`src/rtl/sd_regs_pkg.sv`:
```
// Shared constants for the SD controller Wishbone register bank:
// word indices, reset values and the bus handshake state encoding.
package sd_regs_pkg;

    localparam int IDX_ARGUMENT     = 0;
    localparam int IDX_COMMAND      = 1;
    localparam int IDX_RESP0        = 2;
    localparam int NUM_RESP         = 4;
    localparam int IDX_CONTROL      = 6;
    localparam int IDX_CMD_TIMEOUT  = 7;
    localparam int IDX_DATA_TIMEOUT = 8;
    localparam int IDX_CLOCK_DIV    = 9;
    localparam int IDX_RESET        = 10;
    localparam int IDX_VOLTAGE      = 11;
    localparam int IDX_BLKSIZE      = 12;
    localparam int IDX_BLKCNT       = 13;
    localparam int IDX_DMA_ADDR     = 14;
    localparam int IDX_INT_BASE     = 16;

    localparam logic [7:0]  DEF_CLK_DIV    = 8'd2;
    localparam logic [11:0] DEF_BLOCK_SIZE = 12'd511;

    localparam int SUPPLY_VOLTAGE_mV = 3300;

    typedef enum logic [1:0] {
        ST_IDLE = 2'd0,
        ST_WAIT = 2'd1,
        ST_ACK  = 2'd2
    } wb_state_e;

endpackage

```
`src/rtl/sd_int_channel.sv`:
```
// One interrupt channel: sticky status (set wins over write-one-to-clear),
// enable mask and the channel's combinational irq term.
module sd_int_channel #(
    parameter int INT_W = 8
) (
    input  logic             clk_i,
    input  logic             rst_n_i,
    input  logic [INT_W-1:0] set_i,
    input  logic [INT_W-1:0] clr_i,
    input  logic             en_we_i,
    input  logic [INT_W-1:0] en_wdata_i,
    output logic [INT_W-1:0] isr_o,
    output logic [INT_W-1:0] iser_o,
    output logic             irq_o
);

    logic [INT_W-1:0] isr_q, isr_d;
    logic [INT_W-1:0] iser_q, iser_d;

    always_comb begin
        isr_d  = (isr_q & ~clr_i) | set_i;
        iser_d = en_we_i ? en_wdata_i : iser_q;
    end

    always_ff @(posedge clk_i) begin
        if (!rst_n_i) begin
            isr_q  <= '0;
            iser_q <= '0;
        end else begin
            isr_q  <= isr_d;
            iser_q <= iser_d;
        end
    end

    assign isr_o  = isr_q;
    assign iser_o = iser_q;
    assign irq_o  = |(isr_q & iser_q);

endmodule

```
`src/rtl/sd_wb_regfile.sv`:
```
// Wishbone classic slave register bank for the SD card controller, with
// programmable ack wait states, per-channel interrupts and error on unmapped access.
module sd_wb_regfile
    import sd_regs_pkg::*;
#(
    parameter int DATA_W          = 32,
    parameter int ADDR_W          = 8,
    parameter int NUM_CH          = 2,
    parameter int INT_W           = 8,
    parameter int ACK_WAIT        = 0,
    parameter int CMD_TIMEOUT_W   = 24,
    parameter int DATA_TIMEOUT_W  = 24,
    parameter int BLKSIZE_W       = 12,
    parameter int BLKCNT_W        = 16,
    parameter logic [7:0]           RESET_CLK_DIV    = DEF_CLK_DIV,
    parameter logic [BLKSIZE_W-1:0] RESET_BLOCK_SIZE = DEF_BLOCK_SIZE,
    localparam int SEL_W          = DATA_W / 8
) (
    input  logic                      wb_clk_i,
    input  logic                      wb_rst_n_i,
    input  logic [DATA_W-1:0]         wb_dat_i,
    output logic [DATA_W-1:0]         wb_dat_o,
    input  logic [ADDR_W-1:0]         wb_adr_i,
    input  logic [SEL_W-1:0]          wb_sel_i,
    input  logic                      wb_we_i,
    input  logic                      wb_cyc_i,
    input  logic                      wb_stb_i,
    output logic                      wb_ack_o,
    output logic                      wb_err_o,
    output logic                      cmd_start_o,
    output logic [NUM_CH-1:0]         int_rst_o,
    input  logic [4*DATA_W-1:0]       resp_i,
    input  logic [NUM_CH*INT_W-1:0]   int_set_i,
    output logic [DATA_W-1:0]         argument_o,
    output logic [DATA_W-1:0]         command_o,
    output logic [DATA_W-1:0]         dma_addr_o,
    output logic                      control_o,
    output logic                      soft_reset_o,
    output logic [CMD_TIMEOUT_W-1:0]  cmd_timeout_o,
    output logic [DATA_TIMEOUT_W-1:0] data_timeout_o,
    output logic [7:0]                clock_div_o,
    output logic [BLKSIZE_W-1:0]      block_size_o,
    output logic [BLKCNT_W-1:0]       block_count_o,
    output logic [NUM_CH*INT_W-1:0]   int_enable_o,
    output logic                      irq_o
);

    localparam int OFF = $clog2(SEL_W);

    function automatic logic [DATA_W-1:0] lane_merge(
        input logic [DATA_W-1:0] old_v,
        input logic [DATA_W-1:0] new_v,
        input logic [SEL_W-1:0]  sel
    );
        logic [DATA_W-1:0] r;
        r = old_v;
        for (int b = 0; b < SEL_W; b++) begin
            if (sel[b]) r[8*b +: 8] = new_v[8*b +: 8];
        end
        return r;
    endfunction

    wb_state_e                 state_q;
    logic [2:0]                cnt_q;
    logic                      ack_q, err_q;
    logic [DATA_W-1:0]         rdat_q;

    logic [DATA_W-1:0]         argument_q, command_q, dma_addr_q;
    logic                      control_q, soft_reset_q;
    logic [CMD_TIMEOUT_W-1:0]  cmd_timeout_q;
    logic [DATA_TIMEOUT_W-1:0] data_timeout_q;
    logic [7:0]                clock_div_q;
    logic [BLKSIZE_W-1:0]      block_size_q;
    logic [BLKCNT_W-1:0]       block_count_q;
    logic                      pend_arg_q, cmd_start_q;
    logic [NUM_CH-1:0]         pend_isr_q, int_rst_q;
    logic                      irq_q;

    int unsigned               widx;
    logic                      req, commit, mapped, ro, bad, wr_ok, rd_ok;
    logic [NUM_CH-1:0]         isr_hit, iser_hit, en_we, irq_w;
    logic [DATA_W-1:0]         wdat_gated, rd_val;
    logic [INT_W-1:0]          isr_w [NUM_CH];
    logic [INT_W-1:0]          iser_w [NUM_CH];
    logic [INT_W-1:0]          clr [NUM_CH];
    logic [INT_W-1:0]          en_wd [NUM_CH];

    assign widx       = 32'(wb_adr_i >> OFF);
    assign req        = wb_cyc_i & wb_stb_i;
    assign wdat_gated = lane_merge('0, wb_dat_i, wb_sel_i);

    // The access takes effect on the edge that moves the handshake into ACK.
    assign commit = req && ((state_q == ST_IDLE && ACK_WAIT == 0) ||
                            (state_q == ST_WAIT && cnt_q == 3'd0));
    assign bad    = !mapped || (wb_we_i && ro);
    assign wr_ok  = commit && wb_we_i && !bad;
    assign rd_ok  = commit && !wb_we_i && !bad;

    always_comb begin
        mapped   = 1'b0;
        ro       = 1'b0;
        isr_hit  = '0;
        iser_hit = '0;
        if (widx <= IDX_DMA_ADDR) mapped = 1'b1;
        if ((widx >= IDX_RESP0 && widx < IDX_RESP0 + NUM_RESP) || widx == IDX_VOLTAGE) ro = 1'b1;
        for (int c = 0; c < NUM_CH; c++) begin
            if (widx == IDX_INT_BASE + 2*c) begin
                isr_hit[c] = 1'b1;
                mapped     = 1'b1;
            end
            if (widx == IDX_INT_BASE + 2*c + 1) begin
                iser_hit[c] = 1'b1;
                mapped      = 1'b1;
            end
        end
    end

    always_comb begin
        rd_val = '0;
        case (widx)
            IDX_ARGUMENT:     rd_val = argument_q;
            IDX_COMMAND:      rd_val = command_q;
            IDX_CONTROL:      rd_val = DATA_W'(control_q);
            IDX_CMD_TIMEOUT:  rd_val = DATA_W'(cmd_timeout_q);
            IDX_DATA_TIMEOUT: rd_val = DATA_W'(data_timeout_q);
            IDX_CLOCK_DIV:    rd_val = DATA_W'(clock_div_q);
            IDX_RESET:        rd_val = DATA_W'(soft_reset_q);
            IDX_VOLTAGE:      rd_val = DATA_W'(SUPPLY_VOLTAGE_mV);
            IDX_BLKSIZE:      rd_val = DATA_W'(block_size_q);
            IDX_BLKCNT:       rd_val = DATA_W'(block_count_q);
            IDX_DMA_ADDR:     rd_val = dma_addr_q;
            default:          rd_val = '0;
        endcase
        for (int w = 0; w < NUM_RESP; w++) begin
            if (widx == IDX_RESP0 + w) rd_val = resp_i[w*DATA_W +: DATA_W];
        end
        for (int c = 0; c < NUM_CH; c++) begin
            if (isr_hit[c])  rd_val = DATA_W'(isr_w[c]);
            if (iser_hit[c]) rd_val = DATA_W'(iser_w[c]);
        end
    end

    always_comb begin
        for (int c = 0; c < NUM_CH; c++) begin
            clr[c]   = (wr_ok && isr_hit[c]) ? INT_W'(wdat_gated) : '0;
            en_we[c] = wr_ok && iser_hit[c];
            en_wd[c] = INT_W'(lane_merge(DATA_W'(iser_w[c]), wb_dat_i, wb_sel_i));
        end
    end

    for (genvar c = 0; c < NUM_CH; c++) begin : g_ch
        sd_int_channel #(.INT_W(INT_W)) u_ch (
            .clk_i      (wb_clk_i),
            .rst_n_i    (wb_rst_n_i),
            .set_i      (int_set_i[c*INT_W +: INT_W]),
            .clr_i      (clr[c]),
            .en_we_i    (en_we[c]),
            .en_wdata_i (en_wd[c]),
            .isr_o      (isr_w[c]),
            .iser_o     (iser_w[c]),
            .irq_o      (irq_w[c])
        );
        assign int_enable_o[c*INT_W +: INT_W] = iser_w[c];
    end

    // Handshake: IDLE -> WAIT (ACK_WAIT cycles) -> ACK (one cycle) -> IDLE.
    always_ff @(posedge wb_clk_i) begin
        if (!wb_rst_n_i) begin
            state_q <= ST_IDLE;
            cnt_q   <= 3'd0;
            ack_q   <= 1'b0;
            err_q   <= 1'b0;
            rdat_q  <= '0;
        end else begin
            ack_q  <= 1'b0;
            err_q  <= 1'b0;
            rdat_q <= '0;
            if (commit) begin
                state_q <= ST_ACK;
                ack_q   <= !bad;
                err_q   <= bad;
                rdat_q  <= rd_ok ? rd_val : '0;
            end else begin
                case (state_q)
                    ST_IDLE: if (req) begin
                        state_q <= ST_WAIT;
                        cnt_q   <= 3'(ACK_WAIT - 1);
                    end
                    ST_WAIT: if (!req) state_q <= ST_IDLE;
                             else      cnt_q   <= cnt_q - 3'd1;
                    default: state_q <= ST_IDLE;
                endcase
            end
        end
    end

    always_ff @(posedge wb_clk_i) begin
        if (!wb_rst_n_i) begin
            argument_q     <= '0;
            command_q      <= '0;
            dma_addr_q     <= '0;
            control_q      <= 1'b0;
            soft_reset_q   <= 1'b0;
            cmd_timeout_q  <= '0;
            data_timeout_q <= '0;
            clock_div_q    <= RESET_CLK_DIV;
            block_size_q   <= RESET_BLOCK_SIZE;
            block_count_q  <= '0;
            pend_arg_q     <= 1'b0;
            cmd_start_q    <= 1'b0;
            pend_isr_q     <= '0;
            int_rst_q      <= '0;
            irq_q          <= 1'b0;
        end else begin
            // Side-effect pulses fire the cycle after the ACK cycle.
            pend_arg_q  <= wr_ok && widx == IDX_ARGUMENT;
            cmd_start_q <= pend_arg_q;
            pend_isr_q  <= wr_ok ? isr_hit : '0;
            int_rst_q   <= pend_isr_q;
            irq_q       <= |irq_w;
            if (wr_ok) begin
                case (widx)
                    IDX_ARGUMENT:     argument_q     <= lane_merge(argument_q, wb_dat_i, wb_sel_i);
                    IDX_COMMAND:      command_q      <= lane_merge(command_q, wb_dat_i, wb_sel_i);
                    IDX_DMA_ADDR:     dma_addr_q     <= lane_merge(dma_addr_q, wb_dat_i, wb_sel_i);
                    IDX_CONTROL:      if (wb_sel_i[0]) control_q    <= wb_dat_i[0];
                    IDX_RESET:        if (wb_sel_i[0]) soft_reset_q <= wb_dat_i[0];
                    IDX_CMD_TIMEOUT:  cmd_timeout_q  <= CMD_TIMEOUT_W'(lane_merge(DATA_W'(cmd_timeout_q), wb_dat_i, wb_sel_i));
                    IDX_DATA_TIMEOUT: data_timeout_q <= DATA_TIMEOUT_W'(lane_merge(DATA_W'(data_timeout_q), wb_dat_i, wb_sel_i));
                    IDX_CLOCK_DIV:    clock_div_q    <= 8'(lane_merge(DATA_W'(clock_div_q), wb_dat_i, wb_sel_i));
                    IDX_BLKSIZE:      block_size_q   <= BLKSIZE_W'(lane_merge(DATA_W'(block_size_q), wb_dat_i, wb_sel_i));
                    IDX_BLKCNT:       block_count_q  <= BLKCNT_W'(lane_merge(DATA_W'(block_count_q), wb_dat_i, wb_sel_i));
                    default: ;
                endcase
            end
        end
    end

    assign wb_ack_o       = ack_q;
    assign wb_err_o       = err_q;
    assign wb_dat_o       = rdat_q;
    assign cmd_start_o    = cmd_start_q;
    assign int_rst_o      = int_rst_q;
    assign irq_o          = irq_q;
    assign argument_o     = argument_q;
    assign command_o      = command_q;
    assign dma_addr_o     = dma_addr_q;
    assign control_o      = control_q;
    assign soft_reset_o   = soft_reset_q;
    assign cmd_timeout_o  = cmd_timeout_q;
    assign data_timeout_o = data_timeout_q;
    assign clock_div_o    = clock_div_q;
    assign block_size_o   = block_size_q;
    assign block_count_o  = block_count_q;

endmodule

```
`config.mk`:
```
export PLATFORM = sky130hd
export DESIGN_NAME = sd_wb_regfile
export DESIGN_NICKNAME = d
export VERILOG_FILES = /design/src/rtl/sd_regs_pkg.sv /design/src/rtl/sd_int_channel.sv /design/src/rtl/sd_wb_regfile.sv
export SDC_FILE = /design/constraint.sdc
export NUM_CORES = 1
export LEC_CHECK = 0
export ABC_AREA = 1
export CORE_MARGIN = 2
export CORE_UTILIZATION = 41
export DETAILED_ROUTE_END_ITERATION = 16
export GPL_TIMING_DRIVEN = 0
export PLACE_DENSITY_LB_ADDON = 0.3
export SYNTH_ARGS = -nofsm -noshare
export SYNTH_HDL_FRONTEND = slang
export SYNTH_SLANG_ARGS = --single-unit
```
`constraint.sdc`:
```
create_clock -name wb_clk_i -period 2.1 [get_ports wb_clk_i]
set_clock_uncertainty 0.2 [all_clocks]
set_input_delay 0.21 -clock wb_clk_i [delete_from_list [all_inputs] [get_ports wb_clk_i]]
set_output_delay 0.21 -clock wb_clk_i [all_outputs]
set_load 0.005 [all_outputs]
```
==> impl_metrics.toml, run 1 <==
[placed_design]
dp_hpwl_mm = 45.79
portBuffers = 425
globalplace.congestion = 1.007

[critical_path]
crit_path_end_kind = "register"
reg2reg_slack_ps = -80
crit_top_cell = "nor2_4"
cp-start-kind = "primary input"
cp_slowest_cell = "clkdlybuf4s15_1"
arrival_ps = 2430
cp_data_required_time_ps = 2330
crit_path_max_fanout = 6
crit_type = "in -> reg"
critPathTopFamily = "simple AND/OR/NAND/NOR gates"
r2r_cells = 14
cp.depth = 14
cp.buffers_inverters = 4
path_cells = "clkdlybuf4s15_1, nor2_4, nand2_1, nor2_1, o21ai_2, nor2_4, nand2_4, nor2_4, buf_12, buf_12, nand2_4, buf_6, nor2_1, nor3_1"
critPathMaxStageDelay_ps = 310

[floorplanning]
rows = 62
die_x_microns = 176.0
die_h_microns = 176.0
die-area_sq_um = 30970
boundaryPins = 429
start_util_pct = 41.92
core_sq_um = 28940

[route]
route.detailed.drc = 0
via_count = 14930
drt_iter0_drc = 1614
finalWirelength_mm = 62.90
drt_pass1_iterations = 8
viasPerCell = 5.884
wl_per_cell_microns = 24.79
antenna_left = 0

[cts]
cts_tree = "built"
insertion_delay_ps = 560
path_clk_slew_ps = 60
clockBufferDepth = 3
cts.sinks = 260
ctsRootBufferMaster = "clkbuf_16"
cts-htree-levels = 1
cts_buffers = 29
cts_hold_buf = 0

[power_and_ir_drop]
leakagePower_nw = 7.246
power_density_nw_per_um2 = 593.2
power_mw = 11.87
irDropWorstVdd_v = 0.0006227

[worst_hold_path]
min_path_cells = 3
hp-class = "in -> reg"

[yosys]
synth_edf_count = 0
ys_seq_area_share_pct = 42.91
yosys.area.top_type = "dfxtp_1"
syn_area_per_cell_sq_um = 7.524
synth_top_cell_area_share_pct = 42.91
yosysWarnings = 0
synth-seq-cells = 260
synth.area.top_cells = "dfxtp_1 (43%), nor2_1 (8.1%), nand2_1 (6.3%), inv_1 (5.9%), a211oi_1 (5.5%)"
ys.flop_type = "dfxtp_1"
synth_cell_type_count = 38
syn_area_sq_um = 12130
synth-async-reset-ratio_pct = 0
synthesis.instances = 1612
synthesis.nets = 1807

[grt]
grt_pass1_vias = 14430
antenna_found_initial = 4
grt_overflow = 0
grt_max_degree = 15
grt_pass1_wl_mm = 89.64
track_usage_pct = 38.50

[sta]
finalMaxSlewViolations = 0
clock.fmax_mhz = 454.4
tightest_slew_ps = 1233
holdWs_ps = 8.170
setup_slack_ps = -100.5
fin_crit_ps = 2201
fin_crit_sh_pct = 104.8
max_slew_margin_pct = 17.80
setup_violations = 79
hold_viol_final = 0
rsz0062_at_grt = "true"

[layout]
area_delta_synth_final_pct = 65.03
nets = 2321
fin_util_pct = 69.18
final_layout_size_suffix_gt1_share_pct = 20.75
fill_cells = 2317

[job]
drv_cap = 0

[outcome]
failed_checks = "setup timing"
status = "complete, but fails checks"
[power by group]
group	leakage [nW]	switching, mW	internal (mW)	total [mW]
sequential	2.10	0.0225	4.96	4.98
clock	0.548	2.24	3.68	5.92
combinational	4.60	0.555	0.420	0.976
total	7.25	2.81	9.06	11.9
[area by class of cell]
class	instances	area, sq um	share of cell area, %
sequential	260	5207	26.02
tap	384	480.5	2.400
timing repair buffer	485	5062	25.29
buffer	105	770.7	3.850
clock buffer	35	798.3	3.988
antenna	4	10.01	0.05001
multi-input combinational	1048	6625	33.10
inverter	197	757.0	3.782
clock inverter	19	305.3	1.525
[state kept, by name, indices dropped and copies added (netlist names), 2 cells and up]
name	cells
argument_o	32
block_count_o	16
block_size_o	12
clock_div_o	8
cmd_timeout_o	24
cnt_q	3
command_o	32
data_timeout_o	24
dma_addr_o	32
g_ch.u_ch.iser_o	16
g_ch.u_ch.isr_o	16
int_rst_o	2
pend_isr_q	2
state_q	2
wb_dat_o	32
[logic make-up (layout without fill, tap and decap cells)]
| family | Yosys count | in the layout | synth area share [%] |
|---|---|---|---|
| compound gates | 394 | 394 | 22.79 |
| fa+ha+maj | 2 | 2 | 0.2063 |
| other cells | 0 | 4 | 0 |
| buf+inv | 305 | 841 | 10.41 |
| simple gates | 651 | 652 | 23.68 |
| flops | 260 | 260 | 42.91 |
[metrics by stage]
stage	instances	worst slack [ps]	cell area [sq um]	setup TNS (ps)
final	2537	-100.5	20020	-3582
after floorplan	1612	89.22	12130	0
after CTS	2524	-146.7	19430	-8328
after detailed placement	2421	-1436	16860	-221660
after global placement	2421	-1431	16860	-216780
after global routing	2536	-156.1	20010	-11320
[final timing paths]
check | to | from
worst max-delay path | block_count_o[7] | wb_adr_i[6]
worst min-delay path | g_ch[1].u_ch.isr_o[0] | int_set_i[8]
worst max register to register | block_count_o[7] | cnt_q[0]
worst min register to register | int_rst_o[0] | pend_isr_q[0]
[tightest hold or removal path, stage by stage]
cell and delay (ps):
clkdlybuf4s50_1 390, inv_1 60, a21oi_1 50
[synth_stat cells, types with 39 or more instances]
| cell | n |
|---|---|
| o21ai_0 | 45 |
| a211oi_1 | 89 |
| a21oi_1 | 105 |
| a211oi_2 | 48 |
| nand2_1 | 203 |
| dfxtp_1 | 260 |
| nand3_1 | 45 |
| clkbuf_1 | 56 |
| nor3_1 | 70 |
| inv_1 | 191 |
| nor2_1 | 262 |
| o22ai_1 | 39 |
[cells in the final DEF, fill, tap and decap left out, types with 7 or more instances in the layout]
master           instances
clkbuf_2                24
clkinv_2                 8
buf_16                   7
nand3_2                  8
nand3_1                 41
buf_6                   45
nand4_1                 37
a41oi_1                  8
o22ai_1                 39
nand2_2                  9
o211ai_1                17
nor2_2                  40
a211oi_2                85
nor3_1                  60
nand2_1                184
clkdlybuf4s50_1        419
buf_4                   18
inv_2                    7
bufinv_16                8
nand2_4                  7
o21ai_1                  9
dfxtp_1                258
nand3_4                 10
buf_8                   13
clkbuf_1                33
buf_12                   8
nor3_2                  10
a21oi_1                 96
nor2_1                 186
o21ai_0                 30
clkbuf_16               32
a21oi_2                  8
a211oi_1                51
o21ai_2                  7
inv_1                  186
nor2_4                  45
a31oi_1                 29
buf_2                    9
[repair_timing]
item / CTS / global route
setup buffers: 30 / 10
setup endpoints to repair: 248 / 247
gates cloned: 20 / 3
pin swaps: 26 / 25
resized for setup: 286 / 163
[per-layer routing]
metal	GRT usage (%)	routed length (microns)	vias up
met5	0	0	-
met1	47.09	23020	6953
met3	8.463	7092	279
met4	23.00	4690	0
met2	62.25	28100	1156
li1	-	-	6539
(Power assumes the default switching activity.)
==> inputs of run 2 (changes only) <==
Settings changed: CORE_ASPECT_RATIO set to 1.75.
==> run 2 against run 1 <==
  * Largest cell class unchanged
  * Via count fell by 2.0%
  * Combinational power is 0.7% lower
  * Setup slack worse by 21 ps
  * Register-to-register slack better by 20 ps
  * Sequential cell count unchanged
  * Hold slack worse by 0.83 ps
  * The flow still finishes with violations (setup timing)
  * Cell count fell by 0.71%
  * Critical endpoint is now pend_isr_q[0]
  * Non-clock buffer count fell by 4
  * Utilization fell by 0.92 points
  * Total power decreased by 9.4%
==> impl_metrics.toml, run 2 (synthesis gave the netlist of run 1 again) <==
[critical_path]
crit_path_max_fanout = 10
crit_type = "in -> reg"
arrival_ps = 2390
crit_path_end_kind = "register"
reg2reg_slack_ps = -60
cp-start-kind = "primary input"
cp_data_required_time_ps = 2260

[cts]
path_clk_slew_ps = 60
cts-htree-levels = 1
cts_hold_buf = 0
clockBufferDepth = 3
ctsRootBufferMaster = "clkbuf_16"
cts.sinks = 260
insertion_delay_ps = 550
cts_buffers = 25
cts_tree = "built"

[route]
drt_iter0_drc = 1167
route.detailed.drc = 0
wl_per_cell_microns = 25.16
viasPerCell = 5.810
via_count = 14640
antenna_left = 0
finalWirelength_mm = 63.38
drt_pass1_iterations = 6

[sta]
clock.fmax_mhz = 450.2
tightest_slew_ps = 1052
setup_violations = 85
rsz0062_at_grt = "true"
fin_crit_ps = 2221
fin_crit_sh_pct = 105.8
hold_viol_final = 0
max_slew_margin_pct = 29.89
holdWs_ps = 7.339
setup_slack_ps = -121.3
finalMaxSlewViolations = 0
setup-tns-final_ps = -2020

[placed_design]
placed_area_sq_um = 16860
placed_cells = 2419
portBuffers = 425
globalplace.congestion = 0.9737
dp_hpwl_mm = 46.22

[power_and_ir_drop]
power_density_nw_per_um2 = 538.3
power_mw = 10.76
leakagePower_nw = 7.190
p_comb_share_pct = 9.0
switching_share_pct = 24.96
power_frac_clock_pct = 44.7
p_int_mw = 8.074
switchingPower_mw = 2.686
pwr-share-seq_pct = 46.3
irDropWorstVdd_v = 0.0006491

[grt]
grt_pass1_wl_mm = 86.22
grt_max_degree = 16
antenna_found_initial = 0
grt_overflow = 0
track_usage_pct = 37.26
grt_pass1_vias = 14170

[floorplanning]
die-area_sq_um = 31030
die_h_microns = 231.5
start_util_pct = 41.42
boundaryPins = 429
core_sq_um = 29290
die_x_microns = 134.0
rows = 83

[worst_hold_path]
hp-class = "in -> reg"

[outcome]
status = "complete, but fails checks"
failed_checks = "setup timing"

[layout]
final_layout_size_suffix_gt1_share_pct = 21.81
area_delta_synth_final_pct = 64.80
fill_cells = 2397
nets = 2313
final_common_cell = "clkdlybuf4s50_1"
layout_common_cells = "clkdlybuf4s50_1 (419), dfxtp_1 (258), inv_1 (186)"
layout.cells.non_filler = 2519
fin_area_sq_um = 19990
antennaDiodeCount = 0

[job]
drv_cap = 0
==> run 2: metrics by stage <==
| stage | setup slack [ps] | util (%) |
|---|---|---|
| 3_3_place_gp | -1600 | 57.57 |
| 6_report | -121.3 | 68.26 |
| 3_5_place_dp | -1652 | 57.57 |
| 5_1_grt | -130.1 | 68.26 |
| 2_1_floorplan | 89.22 | - |
| 4_1_cts | -75.67 | 63.40 |
==> run 2: cell type report <==
class | count | area [sq um] | share of cell area, %
flip-flops and latches | 260 | 5207 | 26.05
clock inverters | 12 | 125.1 | 0.6259
plain buffers | 106 | 864.6 | 4.325
multi-input cells | 1048 | 6829 | 34.16
well taps | 382 | 478.0 | 2.391
inverters | 197 | 767.0 | 3.837
repair buffers | 480 | 4989 | 24.96
clock buffers | 34 | 729.5 | 3.649
==> run 2: power by group through the flow <==
stage	combinational (mW)	clock [mW]	sequential, mW
2_1_floorplan	0.244	0	5.08
3_3_place_gp	0.820	0	5.09
3_5_place_dp	0.822	0	5.09
4_1_cts	0.871	4.79	4.98
5_1_grt	1.00	4.98	4.98
6_report	0.969	4.81	4.98
==> run 2: worst paths after layout <==
check	from	cells past startpoint	endpoint
worst max-delay path	wb_rst_n_i	4	pend_isr_q[0]
worst min register to register	pend_isr_q[1]	2	int_rst_o[1]
worst max register to register	cnt_q[0]	13	wb_dat_o[21]
worst min-delay path	int_set_i[6]	3	g_ch[0].u_ch.isr_o[6]
==> run 2: routing by layer <==
layer / part of all wire (%) / wire [microns] / up-vias / track usage [%]
li1: - / - / 6497 / -
met1: 31 / 19550 / 6786 / 35.48
met2: 49 / 31300 / 1038 / 66.62
met3: 9.2 / 5804 / 314 / 8.268
met4: 11 / 6722 / 0 / 32.40
met5: 0 / 0 / - / 0
==> run 2: repair_timing <==
item / in CTS / in global routing
cloned: 4 / 15
gates resized for setup: 191 / 286
endpoints found under the setup margin: 248 / 247
endpoints found under the hold margin: 0 / 0
pin swaps: 13 / 27
buffers inserted: 24 / 13
==> run 2: critical path: stages <==
cell and delay [ps]:
clkdlybuf4s50_1 600, inv_1 240, clkbuf_1 510, nor4_1 820
